File: config.mk
export PLATFORM = sky130hd
export DESIGN_NAME = cipher_rx_loader_flat
export DESIGN_NICKNAME = d
export VERILOG_FILES = /design/src/rtl/cipher_rx_loader_if.sv /design/src/rtl/cipher_rx_loader.sv /design/src/flat_wrapper.sv
export SDC_FILE = /design/constraint.sdc
export NUM_CORES = 1
export LEC_CHECK = 0
export ABC_AREA = 1
export ABC_CLOCK_PERIOD_IN_PS = 4200
export BUFFER_PORTS_ARGS = -buffer_cell sky130_fd_sc_hd__buf_2
export CAP_MARGIN = 10
export CORE_ASPECT_RATIO = 0.7
export CORE_MARGIN = 2
export CORE_UTILIZATION = 45
export DETAILED_ROUTE_END_ITERATION = 8
export PLACE_DENSITY = 0.66
export SYNTH_ARGS = -nofsm -noshare
export SYNTH_HDL_FRONTEND = slang
export SYNTH_SLANG_ARGS = --single-unit
export TNS_END_PERCENT = 100
File: constraint.sdc
create_clock -name clk -period 4.2 [get_ports clk]
set_input_delay 0.21 -clock clk [delete_from_list [all_inputs] [get_ports clk]]
set_output_delay 0.21 -clock clk [all_outputs]
set_load 0.005 [all_outputs]
File: src/rtl/cipher_rx_loader_if.sv
// Byte handshake between the UART receiver (master) and the ciphertext loader (slave).
interface cipher_rx_loader_if;
  logic [7:0] rx_data;
  logic       rx_valid;
  logic       rx_ack;

  modport master (
    output rx_data,
    output rx_valid,
    input  rx_ack
  );

  modport slave (
    input  rx_data,
    input  rx_valid,
    output rx_ack
  );
endinterface

File: src/rtl/cipher_rx_loader.sv
// Counted, acknowledged loader that assembles NUM_BYTES UART bytes (first byte = MSB) for the codebreaker.
// Define CIPHER_LOADER_CHECKSUM_EN to require a trailing XOR checksum byte per frame.
module cipher_rx_loader #(
  parameter int                     NUM_BYTES     = 16,
  parameter int                     CLK_FREQUENCY = 100_000_000,
  parameter int                     TIMEOUT_US    = 50_000,
  parameter bit                     AUTO_START    = 1'b1,
  parameter logic [8*NUM_BYTES-1:0] RESET_VALUE   = '0
) (
  input  logic                           clk,
  input  logic                           rst,
  cipher_rx_loader_if.slave              rx,
  input  logic                           clear,
  input  logic                           cb_busy,
  output logic [8*NUM_BYTES-1:0]         cipher_out,
  output logic [$clog2(NUM_BYTES+2)-1:0] byte_count,
  output logic                           loaded,
  output logic                           start_out,
  output logic                           timeout_err,
  output logic                           overrun_err,
  output logic                           chk_err
);

  localparam int W              = 8 * NUM_BYTES;
  localparam int CW             = $clog2(NUM_BYTES + 2);
  localparam int TIMEOUT_CYCLES = TIMEOUT_US * (CLK_FREQUENCY / 1_000_000);
  localparam int TW             = (TIMEOUT_CYCLES > 1) ? $clog2(TIMEOUT_CYCLES) : 1;
`ifdef CIPHER_LOADER_CHECKSUM_EN
  localparam int FRAME_BYTES    = NUM_BYTES + 1;
`else
  localparam int FRAME_BYTES    = NUM_BYTES;
`endif

  typedef enum logic [1:0] {
    S_IDLE,
    S_FILL,
    S_LOADED
  } state_t;

  state_t          state;
  state_t          state_next;

  logic [TW-1:0]   idle_cnt;
  logic [TW-1:0]   idle_next;
  logic            pending;
  logic            pending_next;
  logic [W-1:0]    cipher_next;
  logic [CW-1:0]   count_next;
  logic [CW-1:0]   count_inc;
  logic            loaded_next;
  logic            start_next;
  logic            timeout_next;
  logic            overrun_next;

  logic            accept;
  logic            fill_accept;
  logic            shift_en;
  logic            frame_done;
  logic            frame_ok;
  logic            chk_byte;
  logic            timer_hit;

  // One accept per rx byte: ack rises after the accept and holds while rx_valid stays high.
  assign accept      = rx.rx_valid && !rx.rx_ack;
  assign fill_accept = accept && (state != S_LOADED);
  assign shift_en    = fill_accept && !chk_byte;
  assign count_inc   = byte_count + CW'(1);
  assign frame_done  = fill_accept && (count_inc == CW'(FRAME_BYTES));
  assign timer_hit   = (state == S_FILL) && !accept && (idle_cnt == TW'(TIMEOUT_CYCLES - 1));

  always_comb begin
    state_next = state;
    if (clear) begin
      state_next = S_IDLE;
    end else begin
      case (state)
        S_IDLE, S_FILL: begin
          if (frame_done)       state_next = frame_ok ? S_LOADED : S_IDLE;
          else if (fill_accept) state_next = S_FILL;
          else if (timer_hit)   state_next = S_IDLE;
        end
        S_LOADED: state_next = S_LOADED;
        default:  state_next = S_IDLE;
      endcase
    end
  end

  always_comb begin
    cipher_next  = cipher_out;
    count_next   = byte_count;
    loaded_next  = loaded;
    pending_next = pending;
    start_next   = 1'b0;
    timeout_next = timeout_err;
    overrun_next = overrun_err;
    idle_next    = idle_cnt;
    if (clear) begin
      cipher_next  = RESET_VALUE;
      count_next   = '0;
      loaded_next  = 1'b0;
      pending_next = 1'b0;
      timeout_next = 1'b0;
      overrun_next = 1'b0;
      idle_next    = '0;
    end else begin
      if (shift_en)
        cipher_next = W'({cipher_out, rx.rx_data});
      if (fill_accept) begin
        count_next = (frame_done && !frame_ok) ? '0 : count_inc;
        idle_next  = '0;
      end else if (timer_hit) begin
        cipher_next  = RESET_VALUE;
        count_next   = '0;
        timeout_next = 1'b1;
        idle_next    = '0;
      end else if (state == S_FILL) begin
        idle_next = idle_cnt + TW'(1);
      end
      if (frame_done && frame_ok) begin
        loaded_next  = 1'b1;
        pending_next = AUTO_START;
      end
      // Bytes arriving on a loaded frame are acked and thrown away.
      if (state == S_LOADED) begin
        if (accept)
          overrun_next = 1'b1;
        if (pending && !cb_busy) begin
          start_next   = 1'b1;
          pending_next = 1'b0;
        end
      end
    end
  end

  always_ff @(posedge clk) begin
    if (!rst) begin
      state       <= S_IDLE;
      rx.rx_ack   <= 1'b0;
      cipher_out  <= RESET_VALUE;
      byte_count  <= '0;
      loaded      <= 1'b0;
      pending     <= 1'b0;
      start_out   <= 1'b0;
      timeout_err <= 1'b0;
      overrun_err <= 1'b0;
      idle_cnt    <= '0;
    end else begin
      state       <= state_next;
      rx.rx_ack   <= rx.rx_valid;
      cipher_out  <= cipher_next;
      byte_count  <= count_next;
      loaded      <= loaded_next;
      pending     <= pending_next;
      start_out   <= start_next;
      timeout_err <= timeout_next;
      overrun_err <= overrun_next;
      idle_cnt    <= idle_next;
    end
  end

`ifdef CIPHER_LOADER_CHECKSUM_EN
  logic [7:0] chk_acc;
  logic [7:0] acc_next;
  logic       chk_err_next;

  // The byte after the full payload is the checksum; it is compared, never shifted in.
  assign chk_byte = (count_inc == CW'(FRAME_BYTES));
  assign frame_ok = (rx.rx_data == chk_acc);

  always_comb begin
    acc_next     = chk_acc;
    chk_err_next = chk_err;
    if (clear) begin
      acc_next     = '0;
      chk_err_next = 1'b0;
    end else if (shift_en) begin
      acc_next = ((state == S_IDLE) ? 8'h00 : chk_acc) ^ rx.rx_data;
    end else if (frame_done && !frame_ok) begin
      chk_err_next = 1'b1;
    end
  end

  always_ff @(posedge clk) begin
    if (!rst) chk_err <= 1'b0;
    else      chk_err <= chk_err_next;
    chk_acc <= acc_next;
  end
`else
  assign chk_byte = 1'b0;
  assign frame_ok = 1'b1;
  assign chk_err  = 1'b0;
`endif

  a_start_single: assert property (@(posedge clk) disable iff (!rst) start_out |=> !start_out);
  a_loaded_state: assert property (@(posedge clk) disable iff (!rst) loaded == (state == S_LOADED));

endmodule

File: src/flat_wrapper.sv
// flat-port wrapper written by rule: the top's interface ports become plain ports
module cipher_rx_loader_flat 
#(
  parameter int                     NUM_BYTES     = 16,
  parameter int                     CLK_FREQUENCY = 100_000_000,
  parameter int                     TIMEOUT_US    = 50_000,
  parameter bit                     AUTO_START    = 1'b1,
  parameter logic [8*NUM_BYTES-1:0] RESET_VALUE   = '0
)
  (clk, rst, clear, cb_busy, cipher_out, byte_count, loaded, start_out, timeout_err, overrun_err, chk_err, rx_rx_data, rx_rx_valid, rx_rx_ack);
  cipher_rx_loader_if rx_i ();
  input  logic clk;
  input  logic rst;
  input  logic clear;
  input  logic cb_busy;
  output logic [8*NUM_BYTES-1:0] cipher_out;
  output logic [$clog2(NUM_BYTES+2)-1:0] byte_count;
  output logic loaded;
  output logic start_out;
  output logic timeout_err;
  output logic overrun_err;
  output logic chk_err;
  input wire logic [$bits(rx_i.rx_data)-1:0] rx_rx_data;
  input wire logic [$bits(rx_i.rx_valid)-1:0] rx_rx_valid;
  output wire logic [$bits(rx_i.rx_ack)-1:0] rx_rx_ack;
  assign rx_i.rx_data = rx_rx_data;
  assign rx_i.rx_valid = rx_rx_valid;
  assign rx_rx_ack = rx_i.rx_ack;
  cipher_rx_loader #(.NUM_BYTES(NUM_BYTES), .CLK_FREQUENCY(CLK_FREQUENCY), .TIMEOUT_US(TIMEOUT_US), .AUTO_START(AUTO_START), .RESET_VALUE(RESET_VALUE)) u_core (.clk(clk), .rst(rst), .rx(rx_i), .clear(clear), .cb_busy(cb_busy), .cipher_out(cipher_out), .byte_count(byte_count), .loaded(loaded), .start_out(start_out), .timeout_err(timeout_err), .overrun_err(overrun_err), .chk_err(chk_err));
endmodule
# Word-level counts from Yosys, hierarchy flattened
# Cells that the tools add are included.
# Widths: inputs -> output; s select.
# op_classes
addsub	2
eq_ne	6
n_mux	13
bitwise_logic	3
reduce_logical	17
# op_table
op	n
$mux 128	3
$add 23x1->23 const B	1
$eq 23x23->1 const B	1
$mux 5	2
$logic_and 1x1->1	6
$mux 2	3
$add 5x1->5 const B	1
$eq 5x5->1 const B	1
$mux 1	4
$ne 4x1->1 const B	1
$pmux 2 s2	1
$reduce_and 2->1	2
$reduce_or 2->1	2
$reduce_or 4->1	1
$logic_not 1->1	3
$not 1->1	3
$reduce_or 3->1	1
$eq 2x1->1 const B	1
$eq 2x2->1 const B	1
$logic_not 2->1	1
$ne 2x2->1 const B	1
$reduce_bool 2->1	1
# word_totals
reg_bits	164
inputBits	13
out_inout_bits	139
elab_cells	51

# Depth between registers and ports, before layout
# depth
word_depth	9
mapped_depth	11
mapped_depth_nobuf	10

# Least setup slack after synthesis
# OpenSTA, ideal clock, no wires.
# synth_timing
path_type	register to register
startpoint	reg u_core.idle_cnt[0]
endpoint	reg u_core.cipher_out[100]
setup_time_ns	0.113
t_arrival_ns	1.508
required_ns	4.087
slack_ns	2.579
path_stages_with_launch	11
n_path_buf	2
period_less_slack_ns	1.621
path_cell_list	dfxtp_1 > ha_1 > nand3_2 > nor2_2 > nand3_1 > nor2_2 > nor2_4 > buf_6 > buf_8 > nand3_2 > nand2_1
# synth_via
elab_chain_cells	4
# synth_lines
element	line_no	rtl
start, declared	cipher_rx_loader.sv:43	logic [TW-1:0] idle_cnt;
start signal, assigned	cipher_rx_loader.sv:157	idle_cnt <= idle_next;
$eq 23x23->1	cipher_rx_loader.sv:69	assign timer_hit = (state == S_FILL) && !accept && (idle_cnt == TW'(TIMEOUT_CYCLES - 1));
$logic_and 1x1->1	cipher_rx_loader.sv:69	
$mux 128	cipher_rx_loader.sv:111	end else if (timer_hit) begin
$mux 128	cipher_rx_loader.sv:108	if (fill_accept) begin
end signal, assigned	cipher_rx_loader.sv:150	cipher_out <= cipher_next;
end, declared	cipher_rx_loader.sv:15	output logic [8*NUM_BYTES-1:0] cipher_out,
# Every way passes these cells.
# A chain may end at the register's enable or synchronous reset.

# Final worst setup path
# layout_timing
startpoint	in rx_rx_valid
endpoint	reg u_core.cipher_out[123]
# layout_via
elab_chain_cells	6
# layout_lines
element	line_no	rtl
start, declared	flat_wrapper.sv:24	input wire logic [$bits(rx_i.rx_valid)-1:0] rx_rx_valid;
$logic_and 1x1->1 (*)	cipher_rx_loader.sv:64	assign accept = rx.rx_valid && !rx.rx_ack;
$logic_not 1->1	cipher_rx_loader.sv:69	
$logic_and 1x1->1 (2 in series)	cipher_rx_loader.sv:69	
$mux 128	cipher_rx_loader.sv:111	
$mux 128 (*)	cipher_rx_loader.sv:108	
# Every way passes the cells marked *; elsewhere a longest branch is shown, timed or not.

==> impl_metrics.yaml <==
grt:
  grt.total_usage: 0.199
  grt_overflow_total: 0
  grt_first_pass_wirelength_um: 25700
  grt_max_degree: 80
  grt_pass1_vias: 5130
  grt_antenna_before_repair: 0
setup_path:
  cp-start-kind: "input pin"
  r2r_start: "u_core.idle_cnt[0]"
  cp.required_ps: 4550
  crit_arrival_ps: 2960
  critical_path_peak_fanout: 70
  crit_type: "in -> reg"
  r2r_end: "u_core.cipher_out[123]"
  rrSetupSlack_ps: 1630
  ff2ff_path_depth: 10
  cp-end-kind: "flip-flop"
routing:
  drt-total-wl_um: 15700
  antenna_left: 0
  drc: 0
  viasPerCell: 4.78
  first_pass_iters: 4
  vias: 5674
  drt-wirelength-per-cell_um: 13.2
  drt-initial-drc-count: 314
layout:
  diodes: 0
  synthToLayoutAreaGrowth_pct: 21.7
  nFillCells: 1428
  multi_input_area_um2: 2990
  final_nets: 994
  seq_area_um2: 3280
  drive_gt1_frac: 0.286
  final_cells: 1187
floorplan:
  die_area_um2: 15900
  die_w_um: 150
  dieHeight_um: 106
  io_pins: 152
  start_util: 0.459
  coreArea_um2: 14600
  fp-row-count: 37
synthesis:
  yosysUniqueCellTypes: 26
  synth_edf_count: 0
  avgSynthCellArea_um2: 8.00
  synth_nets: 854
  syn_area_um2: 6710
  syn_inst: 839
  synth_most_common_cell: "nand2_1"
  synth-async-reset-ratio: 0
  yosys_warnings: 0
  synth_top_flop_cell: "dfxtp_1"
  ys_top_cells_by_area: "dfxtp_1 49%, nand2_1 18%, nand3_2 12%"
  ys_seq_area_frac: 0.489
  yosys.area.top_type: "dfxtp_1"
  ys_ff_latch: 164
  synthTopCellsByCount: "322 x nand2_1, 164 x dfxtp_1, 81 x nand3_2"
  synth_top_area_frac: 0.489
sta:
  slew-limit-headroom: 0.297
  fin_ws_ps: 1600
  final_max_slew_viol_count: 0
  finalSetupTns_ps: 0
  max_slew.worst_pin.slew_ps: 1060
  setup_viol: 0
  max_freq_mhz: 385
  fin_crit_sh: 0.619
  fin_worst_skew_ps: 12.6
  hold_viol: 0
  period_minus_slack_ps: 2600
  rsz0062_at_grt: "no"
flow_run:
  drv_cap: 0
clocking:
  cts_tree: "built"
  cts_sinks: 164
  cts_buffers: 17
  clk_latency_ps: 420
  cts-resized-gates: 0
  htree_levels: 4
  cts_buffer_depth: 2
  path_clk_slew_ps: 70
  root_buffer: "clkbuf_16"
place:
  dp_hpwl_um: 10600
  port_buffers: 150
  gp_congestion: 0.856
  placed_cells: 1145
  dpl_worst_slack_ps: 1630
power_and_ir_drop:
  p_leak_uw: 0.00392
  p_per_area_nw_per_um2: 395
  vdd_drop_max_mv: 0.332
hold_path:
  hold_path_end: "u_core.start_out"
  hold_depth: 3
  worstHoldPathType: "in -> reg"
  hp-start: "cb_busy"
outcome:
  status: "completed"
==> cell usage in the layout, fill, tap and decap left out, types with 5 or more instances in the layout <==
cell type      instances
a21oi_1               14
o21ai_0                5
buf_4                  6
dfxtp_1              164
inv_1                 32
nand3_2               81
inv_2                  5
buf_2                150
clkbuf_16             17
xor2_1                11
nor2_1                61
nand2_1              322
nand3_1               73
inv_6                  5
dlygate4sd3_1         10
nor3_1                 5
==> final cells by class <==
type | instances | area share
clock buffer | 17 | 0.0521
clock inverter | 15 | 0.0201
inverter | 37 | 0.0170
multi-input combinational | 592 | 0.367
sequential | 164 | 0.402
tap | 195 | 0.0299
timing repair buffer | 167 | 0.112
==> state kept, by name, indices dropped and copies added (netlist names) <==
| signal | cells |
|---|---|
| u_core.idle_cnt | 23 |
| u_core.start_out | 1 |
| u_core.timeout_err | 1 |
| u_core.state | 2 |
| u_core.rx.rx_ack | 1 |
| u_core.cipher_out | 128 |
| u_core.byte_count | 5 |
| u_core.overrun_err | 1 |
| u_core.pending | 1 |
| u_core.loaded | 1 |
==> logic make-up after synthesis <==
group / count (synthesis) / share of synthesized area
AO/OA/AOI/OAI: 19 / 0.0142
AND/OR/NAND/NOR: 557 / 0.408
buffers and inverters: 83 / 0.0669
other: 1 / 0.000559
flip-flops: 164 / 0.489
XOR/XNOR: 13 / 0.0170
adder cells (fa/ha/maj): 2 / 0.00373
==> repair_timing <==
| item | in CTS | in global routing |
|---|---|---|
| hold buffers | 10 | 0 |
| hold endpoints to repair | 9 | 0 |
| setup buffers | 0 | 0 |
==> metrics by stage <==
stage               total power (uW)   util  cell area [um^2]  hold slack (ps)
finish                          3230  0.558              8160             69.4
global route                    3340  0.558              8160             83.3
CTS                             3260  0.558              8160             52.9
detailed placement              1710  0.511              7470              413
global placement                1710  0.511              7470              404
floorplan                       1700      -              6710              303
==> power by group <==
part | switching (uW) | internal (uW)
logic | 93.6 | 29.5
registers | 3.84 | 1560
clock network | 694 | 845
total | 792 | 2430
==> worst max-delay path, cell delays in order <==
cell and delay [ps]:
dlygate4sd3_1 540, buf_2 130, nand2_1 90, inv_1 90
nand2_2 180, inv_2 110, nor2_4 580, buf_12 420
buf_4 360, nand3_1 110, nand2_1 80
==> worst max-delay path by stage <==
stage	start	cells after the start	endpoint
2_1_floorplan	u_core.idle_cnt[0]	10	u_core.cipher_out[100]
6_report	rx_rx_valid	11	u_core.cipher_out[123]
3_5_place_dp	u_core.idle_cnt[0]	10	u_core.cipher_out[123]
5_1_grt	rx_rx_valid	11	u_core.cipher_out[123]
3_3_place_gp	u_core.idle_cnt[0]	10	u_core.cipher_out[123]
4_1_cts	rx_rx_valid	11	u_core.cipher_out[123]
==> layer usage <==
metal  routed length, um  vias up  global-route usage
met4                  84        0              0.0384
met1                8090     2615               0.293
li1                    -     2937                   -
met2                6460      115               0.283
met3                1050        7              0.0678
met5                   0        -                   0
No activity file was read; power rests on OpenSTA's default activity.
